File: src/rtl/itch_msg_scheduler.sv
// ITCH message scheduler: steers parser payload bytes to the A/D/X/E decoder by type byte.
// Latency: 1 cycle, all outputs registered.
// Backpressure: none; every valid byte is consumed, and idle cycles leave all state unchanged.
module itch_msg_scheduler #(
    parameter int LEN_A = 36,
    parameter int LEN_D = 19,
    parameter int LEN_X = 23,
    parameter int LEN_E = 31
) (
    input  logic        clk,
    input  logic        rst,
    input  logic [7:0]  payload_in,
    input  logic        payload_valid_in,
    input  logic        start_flag,
    output logic [7:0]  dec_payload_out,
    output logic [3:0]  dec_valid_out,
    output logic [3:0]  dec_start_out,
    output logic        msg_done,
    output logic        unknown_type,
    output logic        trunc_err,
    output logic [15:0] msg_count,
    output logic [7:0]  err_count
);

    typedef enum logic [1:0] {IDLE, ROUTE, SKIP} state_t;

    localparam logic [5:0] LEN_A_W = LEN_A[5:0];
    localparam logic [5:0] LEN_D_W = LEN_D[5:0];
    localparam logic [5:0] LEN_X_W = LEN_X[5:0];
    localparam logic [5:0] LEN_E_W = LEN_E[5:0];

    state_t      state, state_nxt;
    logic [5:0]  byte_cnt, byte_cnt_nxt;
    logic [1:0]  sel, sel_nxt;
    logic [5:0]  cur_len;
    logic        type_known;
    logic [1:0]  type_sel;
    logic [3:0]  valid_nxt, start_nxt;
    logic        pay_upd, done_nxt, unk_nxt, trunc_nxt;
    logic [8:0]  err_sum;

    always_comb begin
        type_known = 1'b1;
        type_sel   = 2'd0;
        case (payload_in)
            8'h41:   type_sel = 2'd0;
            8'h44:   type_sel = 2'd1;
            8'h58:   type_sel = 2'd2;
            8'h45:   type_sel = 2'd3;
            default: type_known = 1'b0;
        endcase
    end

    always_comb begin
        cur_len = LEN_A_W;
        case (sel)
            2'd0: cur_len = LEN_A_W;
            2'd1: cur_len = LEN_D_W;
            2'd2: cur_len = LEN_X_W;
            2'd3: cur_len = LEN_E_W;
            default: cur_len = LEN_A_W;
        endcase
    end

    always_comb begin
        state_nxt    = state;
        byte_cnt_nxt = byte_cnt;
        sel_nxt      = sel;
        valid_nxt    = 4'b0000;
        start_nxt    = 4'b0000;
        pay_upd      = 1'b0;
        done_nxt     = 1'b0;
        unk_nxt      = 1'b0;
        trunc_nxt    = 1'b0;
        if (payload_valid_in) begin
            if (start_flag) begin
                // A new type byte always wins; an open message is abandoned as truncated.
                trunc_nxt = (state == ROUTE);
                if (type_known) begin
                    state_nxt    = ROUTE;
                    sel_nxt      = type_sel;
                    byte_cnt_nxt = 6'd1;
                    valid_nxt    = 4'b0001 << type_sel;
                    start_nxt    = 4'b0001 << type_sel;
                    pay_upd      = 1'b1;
                end else begin
                    state_nxt    = SKIP;
                    byte_cnt_nxt = 6'd0;
                    unk_nxt      = 1'b1;
                end
            end else if (state == ROUTE) begin
                valid_nxt    = 4'b0001 << sel;
                pay_upd      = 1'b1;
                byte_cnt_nxt = byte_cnt + 6'd1;
                if (byte_cnt == cur_len - 6'd1) begin
                    done_nxt     = 1'b1;
                    state_nxt    = IDLE;
                    byte_cnt_nxt = 6'd0;
                end
            end
        end
    end

    assign err_sum = {1'b0, err_count} + {8'd0, unk_nxt} + {8'd0, trunc_nxt};

    always_ff @(posedge clk or posedge rst) begin
        if (rst) begin
            state           <= IDLE;
            byte_cnt        <= 6'd0;
            sel             <= 2'd0;
            dec_payload_out <= 8'h00;
            dec_valid_out   <= 4'b0000;
            dec_start_out   <= 4'b0000;
            msg_done        <= 1'b0;
            unknown_type    <= 1'b0;
            trunc_err       <= 1'b0;
            msg_count       <= 16'd0;
            err_count       <= 8'd0;
        end else begin
            state         <= state_nxt;
            byte_cnt      <= byte_cnt_nxt;
            sel           <= sel_nxt;
            dec_valid_out <= valid_nxt;
            dec_start_out <= start_nxt;
            msg_done      <= done_nxt;
            unknown_type  <= unk_nxt;
            trunc_err     <= trunc_nxt;
            if (pay_upd) begin
                dec_payload_out <= payload_in;
            end
            if (done_nxt) begin
                msg_count <= msg_count + 16'd1;
            end
            err_count <= err_sum[8] ? 8'hFF : err_sum[7:0];
        end
    end

endmodule

File: config.mk
export PLATFORM = sky130hd
export DESIGN_NAME = itch_msg_scheduler
export DESIGN_NICKNAME = d
export VERILOG_FILES = /design/src/rtl/itch_msg_scheduler.sv
export SDC_FILE = /design/constraint.sdc
export NUM_CORES = 1
export LEC_CHECK = 0
export CAP_MARGIN = 10
export CORE_AREA = 2 2 87 89
export CTS_CLUSTER_SIZE = 40
export DETAILED_ROUTE_END_ITERATION = 12
export DIE_AREA = 0 0 89 91
export REMOVE_ABC_BUFFERS = 1
export SYNTH_ARGS = -nofsm -noshare
export SYNTH_HDL_FRONTEND = slang
export SYNTH_SLANG_ARGS = --single-unit
export TNS_END_PERCENT = 100
File: constraint.sdc
create_clock -name clk -period 2.49 [get_ports clk]
set_input_delay 0.747 -clock clk [delete_from_list [all_inputs] [get_ports clk]]
set_output_delay 0.747 -clock clk [all_outputs]
set_load 0.01 [all_outputs]
==> results.txt, run 1 <==
Fraction of final layout cells with drive strength greater than 1 - 20.1%
Post-route fraction of the period consumed by the critical path - 95.4%
Clock period minus final worst setup slack - 2.38 ns
Overall die width - 89 um
Synthesis warning total - 0
Endpoint class of the critical path - register
Status - finished clean
Grt total ovfl - 0
Critical path type - in2reg
Leading register cell type out of synthesis - sky130_fd_sc_hd__dfrtp_1
Count of nets after finishing - 318
Number of standard cells in the final layout excluding fillers - 402
Slew @ Worst Pin - 0.449 ns
Vertical die dimension - 91 um
Residual DRC - 0
Multi-input gate area - 1100 um2
Cells after DPL - 391
Number of instances on the worst hold path - 1
Type of element launching the critical path - input port
Class of the worst hold path - reg2reg
Maximum fanout count along the critical path - 4
Count of hold buffers inserted by post-cts repair - 0
Total leakage power - 0.00166 uW
Cell count after synthesis - 218
Proportion of synthesized chip area in sequential cells - 53.9%
Number of placed I/O pins - 55
Worst-case hold slack - 0.486 ns
Number of enable-type register cells in the synthesized netlist - 0
Average cell area after synthesis - 11.3 um2
Inserted Diodes - 0
Maximum number of pins on one net before global-route repair - 34
Worst setup slack after placement - -0.822 ns
Summed negative setup slack over all endpoints - 0 ns
WL final - 5010 um
Library cell with the highest instance count after synthesis - sky130_fd_sc_hd__dfrtp_1
Synthesized flop and latch total - 53
Via count of the first global-routing pass - 1809
Maximum clock insertion buffer count - 2
Number of buffers inserted by port buffering - 54
Placed wire-length estimate - 3730 um
Number of library cell types mapped by synthesis - 48
Initial antenna violation count - 0
Via density per instance - 4.62
Global-route wire length before repair - 8670 um
Deepest level of the CTS H-tree - 2
Max-capacitance violation count - 0
Worst min-delay path startpoint - msg_count[15]
Startpoint of the most critical register-to-register path - sel[0]
CP Data Required Time - 2.74 ns
Fin. max-slew vios - 0
Area growth syn-to-layout - 42.5%
Highest clock frequency the design can meet - 421 MHz
Routability Congestion - 0.734
Core Box Area - 7140 um2
Total via count after detailed routing - 1858
Worst r2r path cells - 6
Cell taking the most area after synthesis - sky130_fd_sc_hd__dfrtp_1
Max transition margin - 70.0%
Fill cell total of the finished layout - 694
Synth area leaders - sky130_fd_sc_hd__dfrtp_1 (54%), sky130_fd_sc_hd__mux2_4 (4.9%), sky130_fd_sc_hd__xnor2_1 (3.9%)
Number of detailed-route iterations in the first pass - 4
Top cell types by occurrence after synthesis - sky130_fd_sc_hd__dfrtp_1 (53), sky130_fd_sc_hd__nand2_1 (21), sky130_fd_sc_hd__nor2_1 (15), sky130_fd_sc_hd__inv_1 (13), sky130_fd_sc_hd__nand3_1 (12)
Worst R2R End - msg_count[7]
Root Driver - sky130_fd_sc_hd__clkbuf_8
Clock Pin Slew Worst Setup and Hold Paths - 0.10 ns
Setup slack of the most critical reg-to-reg path - 0.57 ns
Total setup violations reported at the end of the flow - 0
CTS Buf Count - 5
Data arrival time of the critical path - 2.62 ns
Worst hold path endpoint - msg_count[15]
Number of sinks handled by clock tree synthesis - 53
Async SR Flop Fraction - 100%
Later-pin clock latency in the skew report - 0.31 ns
Final worst-path setup slack - 0.114 ns
Initial Utilization - 34.5%
Wire length per cell - 12.5 um
Largest vdd supply drop - 0.475 mV
Yosys top cell area share - 53.9%
Area of the mapped netlist - 2460 um2
Die ar. - 8100 um2
Power density over cell area - 658 nW/um2
Placement row count - 31
Number of design-rule violations left by the first detailed-router iteration - 63
Setup skew after layout - 0.00863 ns
Final hold viol count - 0
Overall Power - 2310 uW
Global-route usage over all layers - 13.5%
Sequential cell area - 1330 um2
Number of routed nets with antenna violations - 0
Clock tree from TritonCTS - yes
[cells by family after synthesis]
family	synth area share, %
AO/OA/AOI/OAI	6.92
multiplexers	6.26
XOR/XNOR	7.12
adder cells (fa/ha/maj)	2.34
buffers and inverters	3.00
AND/OR/NAND/NOR	20.4
flip-flops	53.9
[cell usage in the layout (no fill, tap or decap), types with 2 or more instances in the layout]
cell,instances
sky130_fd_sc_hd__nand3_1,11
sky130_fd_sc_hd__clkbuf_8,5
sky130_fd_sc_hd__a31o_2,2
sky130_fd_sc_hd__clkdlybuf4s15_1,3
sky130_fd_sc_hd__o21ai_0,6
sky130_fd_sc_hd__nand4bb_1,2
sky130_fd_sc_hd__a31oi_1,2
sky130_fd_sc_hd__nor4_1,2
sky130_fd_sc_hd__dlymetal6s2s_1,2
sky130_fd_sc_hd__dfrtp_1,53
sky130_fd_sc_hd__xnor2_1,11
sky130_fd_sc_hd__nor3_1,7
sky130_fd_sc_hd__o21ai_1,2
sky130_fd_sc_hd__and3_1,4
sky130_fd_sc_hd__clkdlybuf4s50_1,48
sky130_fd_sc_hd__nor2b_1,3
sky130_fd_sc_hd__inv_1,11
sky130_fd_sc_hd__nand2_1,21
sky130_fd_sc_hd__xor2_1,9
sky130_fd_sc_hd__bufinv_16,2
sky130_fd_sc_hd__a21oi_1,7
sky130_fd_sc_hd__nand4_1,5
sky130_fd_sc_hd__buf_4,25
sky130_fd_sc_hd__inv_2,2
sky130_fd_sc_hd__mux2_4,8
sky130_fd_sc_hd__ha_1,2
sky130_fd_sc_hd__nor2_1,15
sky130_fd_sc_hd__a21o_1,2
sky130_fd_sc_hd__buf_12,2
[state kept, by name, summed over array words and instances (netlist names)]
signal	count
dec_payload_out	8
msg_done	1
dec_start_out	4
state	2
sel	2
trunc_err	1
unknown_type	1
err_count	8
dec_valid_out	4
msg_count	16
byte_cnt	6
[critical path, cell delays in order]
cell,delay [ns]
sky130_fd_sc_hd__clkdlybuf4s50_1,0.47
sky130_fd_sc_hd__nor4b_4,0.31
sky130_fd_sc_hd__nand2b_4,0.09
sky130_fd_sc_hd__nand3_4,0.10
sky130_fd_sc_hd__fa_2,0.25
sky130_fd_sc_hd__inv_2,0.05
sky130_fd_sc_hd__ha_4,0.17
sky130_fd_sc_hd__buf_4,0.14
sky130_fd_sc_hd__and3_1,0.15
sky130_fd_sc_hd__a21oi_1,0.13
[layer usage]
metal  routed length, um  track usage [%]
met3                 153             2.73
met5                   0                0
met1                2320             18.2
met4                  93             5.22
met2                2450             21.2
[worst max path at each step]
stage,startpoint,endpoint
global route,payload_in[0],err_count[3]
finish,payload_in[1],err_count[6]
CTS,payload_in[0],err_count[1]
global placement,payload_in[0],err_count[3]
detailed placement,payload_in[2],err_count[1]
floorplan,payload_in[0],err_count[4]
[through the flow]
step / area (um2) / util, %
6_report: 3510 / 49.1
3_3_place_gp: 3300 / 46.3
3_5_place_dp: 3300 / 46.3
4_1_cts: 3480 / 48.7
2_1_floorplan: 2430 / -
5_1_grt: 3510 / 49.1
[area by class of cell]
class	count	share of cell area (%)
multi-input combinational	148	31.4
inverter	13	1.39
clock buffer	5	1.96
timing repair buffer	81	21.9
clock inverter	3	1.96
tap	99	3.53
sequential	53	37.8
[where the power goes]
part | total, uW | internal [uW] | leakage, uW | switching, uW
sequential | 1090 | 966 | 0.000665 | 128
clock | 696 | 405 | 0.0000687 | 291
combinational | 516 | 305 | 0.000925 | 211
total | 2310 | 1680 | 0.00166 | 631
[what timing repair did]
action / 4_1_cts / 5_1_grt
endpoints found under the setup margin: 8 / 7
gates resized for setup: 12 / 10
setup buffers: 1 / 2
pin swaps: 3 / 4
No activity file was read; power rests on OpenSTA's default activity.
==> inputs of run 2 (changes only) <==
CTS_BUF_LIST = sky130_fd_sc_hd__clkbuf_8   (was not set)
RECOVER_POWER = 100   (was not set)
==> run 2 against run 1 <==
Power shrank 2.8%. Combinational power shrank 12%. Die area is the same. Global-route usage is the same. Non-clock buffer count is the same. Final area shrank 2.6%. Critical path type unchanged. Highest routed layer unchanged.
==> results.txt, run 2 (synthesis results as in run 1) <==
Grt total ovfl - 0 (unchanged)
Fraction of final layout cells with drive strength greater than 1 - 15.2% (was 20.1%)
Placed wire-length estimate - 3730 um (unchanged)
Initial antenna violation count - 0 (unchanged)
CTS Buf Count - 5 (unchanged)
Number of sinks handled by clock tree synthesis - 53 (unchanged)
Power density over cell area - 657 nW/um2 (was 658 nW/um2)
Clock tree from TritonCTS - yes (unchanged)
Number of detailed-route iterations in the first pass - 4 (unchanged)
Status - finished clean (unchanged)
WL final - 4980 um (was 5010 um)
Routability Congestion - 0.734 (unchanged)
Kind of cell adding the most delay to the critical path - buffers and inverters (unchanged)
Flip-flop count of the largest register, all copies and words added - 16 (unchanged)
Cell at the slowest stage of the critical path - sky130_fd_sc_hd__clkdlybuf4s50_1 (unchanged)
Largest vdd supply drop - 0.437 mV (was 0.475 mV)
Combined buffer and inverter count along the critical path - 3 (unchanged)
Endpoint class of the critical path - register (unchanged)
Critical path type - in2reg (unchanged)
Number of placed I/O pins - 55 (unchanged)
Number of design-rule violations left by the first detailed-router iteration - 40 (was 63)
Sw Ratio - 27.6% (was 27.4%)
Flop pwr share - 48.6% (was 47.4%)
Slew @ Worst Pin - 0.747 ns (was 0.449 ns)
Total leakage power - 0.00166 uW (about the same)
Deepest level of the CTS H-tree - 2 (unchanged)
Max transition margin - 50.1% (was 70.0%)
Vertical die dimension - 91 um (unchanged)
Clock period minus final worst setup slack - 2.38 ns (about the same)
Setup skew after layout - 0.00862 ns (was 0.00863 ns)
Worst path max stage delay - 0.47 ns (about the same)
Maximum clock insertion buffer count - 2 (unchanged)
Clock group share of total power - 31.0% (was 30.2%)
Placement row count - 31 (unchanged)
Root Driver - sky130_fd_sc_hd__clkbuf_8 (unchanged)
Count of hold buffers inserted by post-cts repair - 0 (unchanged)
Later-pin clock latency in the skew report - 0.31 ns (about the same)
Number of routed nets with antenna violations - 0 (unchanged)
Largest register by flop count - msg_count (unchanged)
Number of buffers inserted by port buffering - 54 (unchanged)
Global-route usage over all layers - 13.5% (unchanged)
Count of nets after finishing - 318 (unchanged)
Final core utilization - 47.8% (was 49.1%)
Total via count after detailed routing - 1839 (was 1858)
Area growth syn-to-layout - 38.8% (was 42.5%)
Maximum fanout count along the critical path - 4 (unchanged)
Most common cell after layout, fill and taps aside - sky130_fd_sc_hd__dfrtp_1 (unchanged)
Type of element launching the critical path - input port (unchanged)
Internal power - 1620 uW (was 1680 uW)
Summed negative setup slack over all endpoints - 0 ns (unchanged)
Inserted Diodes - 0 (unchanged)
Top library cells by usage in the layout, fill and taps aside - sky130_fd_sc_hd__dfrtp_1 (53), sky130_fd_sc_hd__dlygate4sd3_1 (44), sky130_fd_sc_hd__nand2_1 (21) (was sky130_fd_sc_hd__dfrtp_1 (53), sky130_fd_sc_hd__clkdlybuf4s50_1 (48), sky130_fd_sc_hd__buf_4 (25))
CP Data Required Time - 2.74 ns (about the same)
Wire length per cell - 12.4 um (was 12.5 um)
Data arrival time of the critical path - 2.62 ns (about the same)
Max-capacitance violation count - 0 (unchanged)
Placed cell area - 3300 um2 (unchanged)
Largest registers ranked by flip-flop count - msg_count x16, dec_payload_out x8, err_count x8 (unchanged)
Sw Pwr - 619 uW (was 631 uW)
Via density per instance - 4.57 (was 4.62)
Clock Pin Slew Worst Setup and Hold Paths - 0.10 ns (about the same)
Cells along the critical path - clkdlybuf4s50_1, nor4b_4, nand2b_4, nand3_4, fa_2, inv_2, ha_4, buf_4, and3_1, a21oi_1 (unchanged)
Class of the worst hold path - reg2reg (unchanged)
Overall die width - 89 um (unchanged)
Initial Utilization - 34.5% (unchanged)
Post-route fraction of the period consumed by the critical path - 95.4% (about the same)
Fin. max-slew vios - 0 (unchanged)
Worst-case hold slack - 0.470 ns (was 0.486 ns)
Maximum number of pins on one net before global-route repair - 34 (unchanged)
Global-route wire length before repair - 8670 um (unchanged)
Core Box Area - 7140 um2 (unchanged)
Final hold viol count - 0 (unchanged)
Post-layout instance area - 3410 um2 (was 3510 um2)
Combinational share of power - 20.3% (was 22.4%)
Die ar. - 8100 um2 (unchanged)
Via count of the first global-routing pass - 1809 (unchanged)
Total setup violations reported at the end of the flow - 0 (unchanged)
Highest clock frequency the design can meet - 421 MHz (about the same)
Residual DRC - 0 (unchanged)
[run 2: cell count changes in the layout (fill, tap and decap cells not counted), sizes merged]
cell	delta
clkdlybuf4s50	-44
dlygate4sd3	+44
buf	-9
clkbuf	+9
[run 2: final timing paths]
path | startpoint | end | slack [ns] | cells past startpoint
worst min register to register | msg_count[15] | msg_count[15] | 0.47 | 1
max in group asynchronous | rst | msg_count[5] | 0.49 | 3
worst min-delay path | msg_count[15] | msg_count[15] | 0.47 | 1
worst max register to register | sel[0] | msg_count[7] | 0.65 | 6
worst max-delay path | payload_in[1] | err_count[6] | 0.11 | 10
min in group asynchronous | rst | msg_count[0] | 1.01 | 2
[run 2: per-layer routing]
metal / wire length [um] / up-vias / track usage [%]
li1: - / 927 / -
met1: 2290 / 877 / 18.2
met2: 2460 / 30 / 21.2
met3: 137 / 5 / 2.73
met4: 93 / 0 / 5.22
met5: 0 / - / 0
[run 2: repair_timing]
| item | 4_1_cts | 5_1_grt |
|---|---|---|
| pin swaps | 3 | 4 |
| setup endpoints to repair | 8 | 7 |
| resized for setup | 12 | 10 |
| setup buffers | 1 | 2 |
| cloned | 0 | 0 |
[run 2: power groups by stage]
stage               registers [uW]  clock network (uW)  logic (uW)
floorplan                     1110                   0         226
global placement              1100                   0         492
detailed placement            1100                   0         500
CTS                           1090                 715         513
global route                  1110                 747         510
finish                        1090                 696         456
[run 2: per-stage QoR]
step | cells | power [uW] | worst slack (ns)
2_1_floorplan | 214 | 1340 | -0.0816
3_3_place_gp | 391 | 1600 | -0.762
3_5_place_dp | 391 | 1600 | -0.822
4_1_cts | 400 | 2320 | 0.00287
5_1_grt | 402 | 2370 | -0.00680
6_report | 402 | 2240 | 0.114
[run 2: area by class of cell]
| cell class | count | area (um2) |
|---|---|---|
| fillers | 704 | 3720 |
| flip-flops and latches | 53 | 1330 |
| multi-input cells | 148 | 1060 |
| repair buffers | 81 | 722 |
| well taps | 99 | 124 |
| clock buffers | 5 | 68.8 |
| clock inverters | 3 | 68.8 |
| inverters | 13 | 48.8 |
==> variant 1, RTL diff (settings of run 2) <==
Add an input register stage for `payload_in`, `payload_valid_in` and `start_flag`, cleared by the reset; this delays them by one clock.
--- a/src/rtl/itch_msg_scheduler.sv
+++ b/src/rtl/itch_msg_scheduler.sv
@@ -31,2 +31,18 @@
 
+    logic [7:0] payload_q;
+    logic payload_valid_q;
+    logic start_flag_q;
+
+    always_ff @(posedge clk or posedge rst) begin
+        if (rst) begin
+            payload_q       <= '0;
+            payload_valid_q <= '0;
+            start_flag_q    <= '0;
+        end else begin
+            payload_q       <= payload_in;
+            payload_valid_q <= payload_valid_in;
+            start_flag_q    <= start_flag;
+        end
+    end
+
     state_t      state, state_nxt;
@@ -44,3 +60,3 @@
         type_sel   = 2'd0;
-        case (payload_in)
+        case (payload_q)
             8'h41:   type_sel = 2'd0;
@@ -74,4 +90,4 @@
         trunc_nxt    = 1'b0;
-        if (payload_valid_in) begin
-            if (start_flag) begin
+        if (payload_valid_q) begin
+            if (start_flag_q) begin
                 // A new type byte always wins; an open message is abandoned as truncated.
@@ -128,3 +144,3 @@
             if (pay_upd) begin
-                dec_payload_out <= payload_in;
+                dec_payload_out <= payload_q;
             end
Check against the original RTL: not equivalent (a bounded check fails within 4 cycles, from zero or initial values and one cycle with rst high).
==> variant 1 against run 2 <==
  * Worst setup slack better by 120 ps
  * Synthesized cell count up 3.7%
  * Area after synthesis up 8.0%
  * Sequential cell count up 10
  * Clock skew up 2.4 ps
  * Core utilization up 0.84 points
  * Wire length up 0.20%
  * First-iteration DRC count up 120%
  * Design area up 1.8%
  * Total power up 9.1%
  * Global-route usage down 0.12 points
  * Largest power group unchanged
==> variant 1: results (changes against run 2) <==
status complete, no violations (unchanged); total global-route track usage 13.4% (was 13.5%); clock slew at reported path FFs 70 ps (was 100 ps); NumNets Final 307 (was 318); first-pass GRT wire length 8.38 mm (was 8.67 mm); dpl cells 379 (was 391); synth cell count leaders dfrtp_1 (63), nor2_1 (21), nand3_1 (17) (was dfrtp_1 (53), nand2_1 (21), nor2_1 (15)); crit-path max cell delay 560 ps (was 470 ps); share of cells above drive strength 1 6.44% (was 15.2%); number of DRC markers in iteration 0 87 (was 40); synth unique cells 47 (was 48); Slowest cell on crit path or4b_1 (was clkdlybuf4s50_1); VDD IR-drop max 0.000526 V (was 0.000437 V); Leakage 1.71 nW (was 1.66 nW); Rel. slew slack 49.8% (was 50.1%); met2 routed WL 2.16 mm (was 2.46 mm); postcts setup bufs 0 (was 1); largest net degree at the start of global routing 54 (was 34); crit-path max FO 6 (was 4); Final GP Congestion 0.801 (was 0.734); WL final 4.99 mm (was 4.98 mm); post-synthesis sequential area ratio 59.3% (was 53.9%); Num CTS Buffers 9 (was 5); worst r2r path cells 8 (was 6); vias in the first global route 1,866 (was 1,809); Syn Area/Cell 11.8 µm² (was 11.3 µm²); Critical Path AT 2470 ps (was 2620 ps)
variant 1: critical path: cells and delay by family, from the launching register on:
family | cells | cell delay, ps
simple gates | 3 | 980
buf+inv | 1 | 50
flops | 1 | 370
fa+ha+maj | 2 | 440
compound gates | 2 | 300
variant 1: worst paths after layout:
kind / slack (ps) / start / end
max reg2reg: 230 / payload_q[7] / err_count[3]
min: 460 / msg_count[15] / msg_count[15]
max in group asynchronous: 560 / rst / msg_count[8]
min reg2reg: 460 / msg_count[15] / msg_count[15]
max: 230 / payload_q[7] / err_count[3]
min in group asynchronous: 820 / rst / err_count[1]
variant 1: through the flow:
step                worst slack (ps)  cell area [µm²]  hold slack, ps
floorplan                        173             2640             449
global placement                 285             3340             453
detailed placement               221             3340             461
CTS                              211             3520             469
global route                    38.3             3470             494
finish                           229             3470             460
variant 1: metal layers:
| metal | vias to the layer above | GRT usage, % |
|---|---|---|
| li1 | 911 | - |
| met1 | 908 | 18.4 |
| met2 | 50 | 19.1 |
| met3 | 12 | 3.18 |
| met4 | 0 | 7.84 |
| met5 | - | 0 |
variant 1: report_power, final:
part	internal, mW	switching (mW)
registers	1.13	0.117
logic	0.204	0.171
clock network	0.446	0.377
variant 1: logic make-up (layout without fill, tap and decap cells):
kind of cell	Yosys count	in the layout	synth area share, %
xor+xnor	23	23	7.58
compound gates	22	22	5.65
fa+ha+maj	4	4	2.17
flops	63	63	59.3
buf+inv	15	84	2.31
mux	11	11	5.18
simple gates	88	88	17.8
variant 1: final cells by class:
class / count / area (µm²)
Timing Repair Buffer: 58 / 567
Clock inverter: 6 / 55.1
Sequential cell: 63 / 1580
Multi-Input combinational cell: 148 / 987
Inverter: 11 / 41.3
Tap cell: 99 / 124
Fill cell: 700 / 3660
Clock buffer: 9 / 124
==> variant 2, RTL diff (flow settings as in run 2) <==
Without the edit above. Change the parameter `LEN_X` from 23 to 11.
--- a/src/rtl/itch_msg_scheduler.sv
+++ b/src/rtl/itch_msg_scheduler.sv
@@ -6,3 +6,3 @@
     parameter int LEN_D = 19,
-    parameter int LEN_X = 23,
+    parameter int LEN_X = 11,
     parameter int LEN_E = 31
Formal check against the unedited RTL: no difference found for any inputs over 4 cycles, from zero or initial values and one cycle with rst high; that may be too few to reach the edited logic, so the function may still have changed.
==> variant 2 against run 2 <==
  * Worst setup slack lost 32 ps
  * Final cell count grew 2.5%
  * Via count grew 8.2%
  * Wire length grew 2.3%
  * Largest power group unchanged
  * Combinational power grew 3%
  * Worst hold slack lost 1.8 ps
  * Design area grew 1.2%
  * Sequential cell count is the same
  * Core utilization grew 0.56 points
  * Non-clock buffer count shrank 1
  * Highest routed layer unchanged
  * Clock power shrank 16%
  * Critical endpoint is now err_count[7]
  * Area after synthesis shrank 0.20%
  * Sequential share of layout area shrank 0.45 points
  * Total power shrank 3.8%
  * Critical path type unchanged
==> variant 2: results (changes against run 2) <==
first-pass GRT wire length 8.70 mm (was 8.67 mm); Slowest cell on crit path or4b_4 (was clkdlybuf4s50_1); crit-path max cell delay 560 ps (was 470 ps); Fin Clk Skew 11.4 ps (was 8.62 ps); synth cell count leaders dfrtp_1 (53), nand2_1 (25), nor2_1 (20) (was dfrtp_1 (53), nand2_1 (21), nor2_1 (15)); synth unique cells 41 (was 48); Critical Path AT 2610 ps (was 2620 ps); Least-Margin Pin Slew 1280 ps (was 747 ps); CP startpoint payload_in[1] (unchanged); fraction of registers with async set or reset after synthesis 100% (unchanged); Adder-Cell Fraction of Synth Area 2.34% (about the same); share of cells above drive strength 1 18.8% (was 15.2%); Placed Area 3300 µm² (about the same); met3 WL post-DR 302 µm (was 137 µm); top sig layer met4 (unchanged); CP top delay family simple AND/OR/NAND/NOR gates (was buffers and inverters); post-DR wirelength/cell 12.3 µm (was 12.4 µm); mux cell area share after synthesis 4.99% (was 6.26%); Synth Area in XOR/XNOR 7.14% (was 7.12%); min-delay worst type flop to flop (unchanged); status complete, no violations (unchanged); Clock Tree Root clkbuf_8 (unchanged); VDD IR-drop max 0.000356 V (was 0.000437 V); compound-cell area share of the yosys netlist 8.51% (was 6.92%); Finished Layout Cells 412 (was 402); Clock Latency Late Sink 310 ps (about the same); Syn Area/Cell 10.6 µm² (was 11.3 µm²); Setup crit end err_count[7] (was err_count[6]); r2r setup slk 390 ps (was 650 ps); clock slew at reported path FFs 100 ps (about the same); crit-path max FO 3 (was 4); Hold Path Cell Cnt 1 (unchanged); top post-synthesis cells by area dfrtp_1 (54%), xnor2_1 (4.6%), mux2_2 (4.6%), nand2_1 (3.8%), nand3_1 (3.7%) (was dfrtp_1 (54%), mux2_4 (4.9%), xnor2_1 (3.9%), nand2_1 (3.2%), xor2_1 (3.2%)); met2 routed WL 2.35 mm (was 2.46 mm); total number of vias 1,990 (was 1,839); highest clock rate 415 MHz (was 421 MHz); reg2reg end msg_count[1] (was msg_count[7]); drt pass-1 iters 4 (unchanged); initial antenna violation count 0 (unchanged); number of DRC markers in iteration 0 83 (was 40); port bufs 54 (unchanged); largest net degree at the start of global routing 54 (was 34); Leakage 1.67 nW (was 1.66 nW); dpl cells 404 (was 391); pre-CTS worst setup slack -590 ps (was -822 ps); total global-route track usage 13.6% (was 13.5%); worst r2r path cells 5 (was 6); Final GP Congestion 0.772 (was 0.734); postcts setup bufs 0 (was 1); NumNets Final 328 (was 318); Worst R2R Start byte_cnt[3] (was sel[0]); CTS resizes 21 (was 12); post-synthesis sequential area ratio 54.0% (was 53.9%); Synth warnings 0 (unchanged); DPL Wire Length 3.71 mm (was 3.73 mm); Top Registers msg_count x16, dec_payload_out x8, err_count x8 (unchanged); wl on met1 2.39 mm (was 2.29 mm); vias in the first global route 1,904 (was 1,809)
-- variant 2: layer usage --
layer / global-route usage (%) / up-vias
li1: - / 970
met3: 3.36 / 5
met1: 18.6 / 966
met5: 0 / -
met2: 20.8 / 49
met4: 4.73 / 0
-- variant 2: final cells by class --
cell class	instances	area, µm²
clock buffer	5	68.8
clock inverter	3	42.5
fill	700	3680
inverter	12	45.0
multi-input combinational	160	1110
sequential	53	1330
tap	99	124
timing repair buffer	80	736
-- variant 2: worst min path at each step --
| stage | start | end | slack (ps) |
|---|---|---|---|
| floorplan | state[1] | state[1] | 470 |
| global placement | msg_count[15] | msg_count[15] | 460 |
| detailed placement | msg_count[15] | msg_count[15] | 470 |
| CTS | msg_count[15] | msg_count[15] | 490 |
| global route | msg_count[15] | msg_count[15] | 510 |
| finish | msg_count[15] | msg_count[15] | 470 |
-- variant 2: where the power goes --
group,total [mW],internal [mW],switching [mW]
registers,1.10,0.969,0.131
clock network,0.585,0.298,0.287
logic,0.470,0.255,0.215
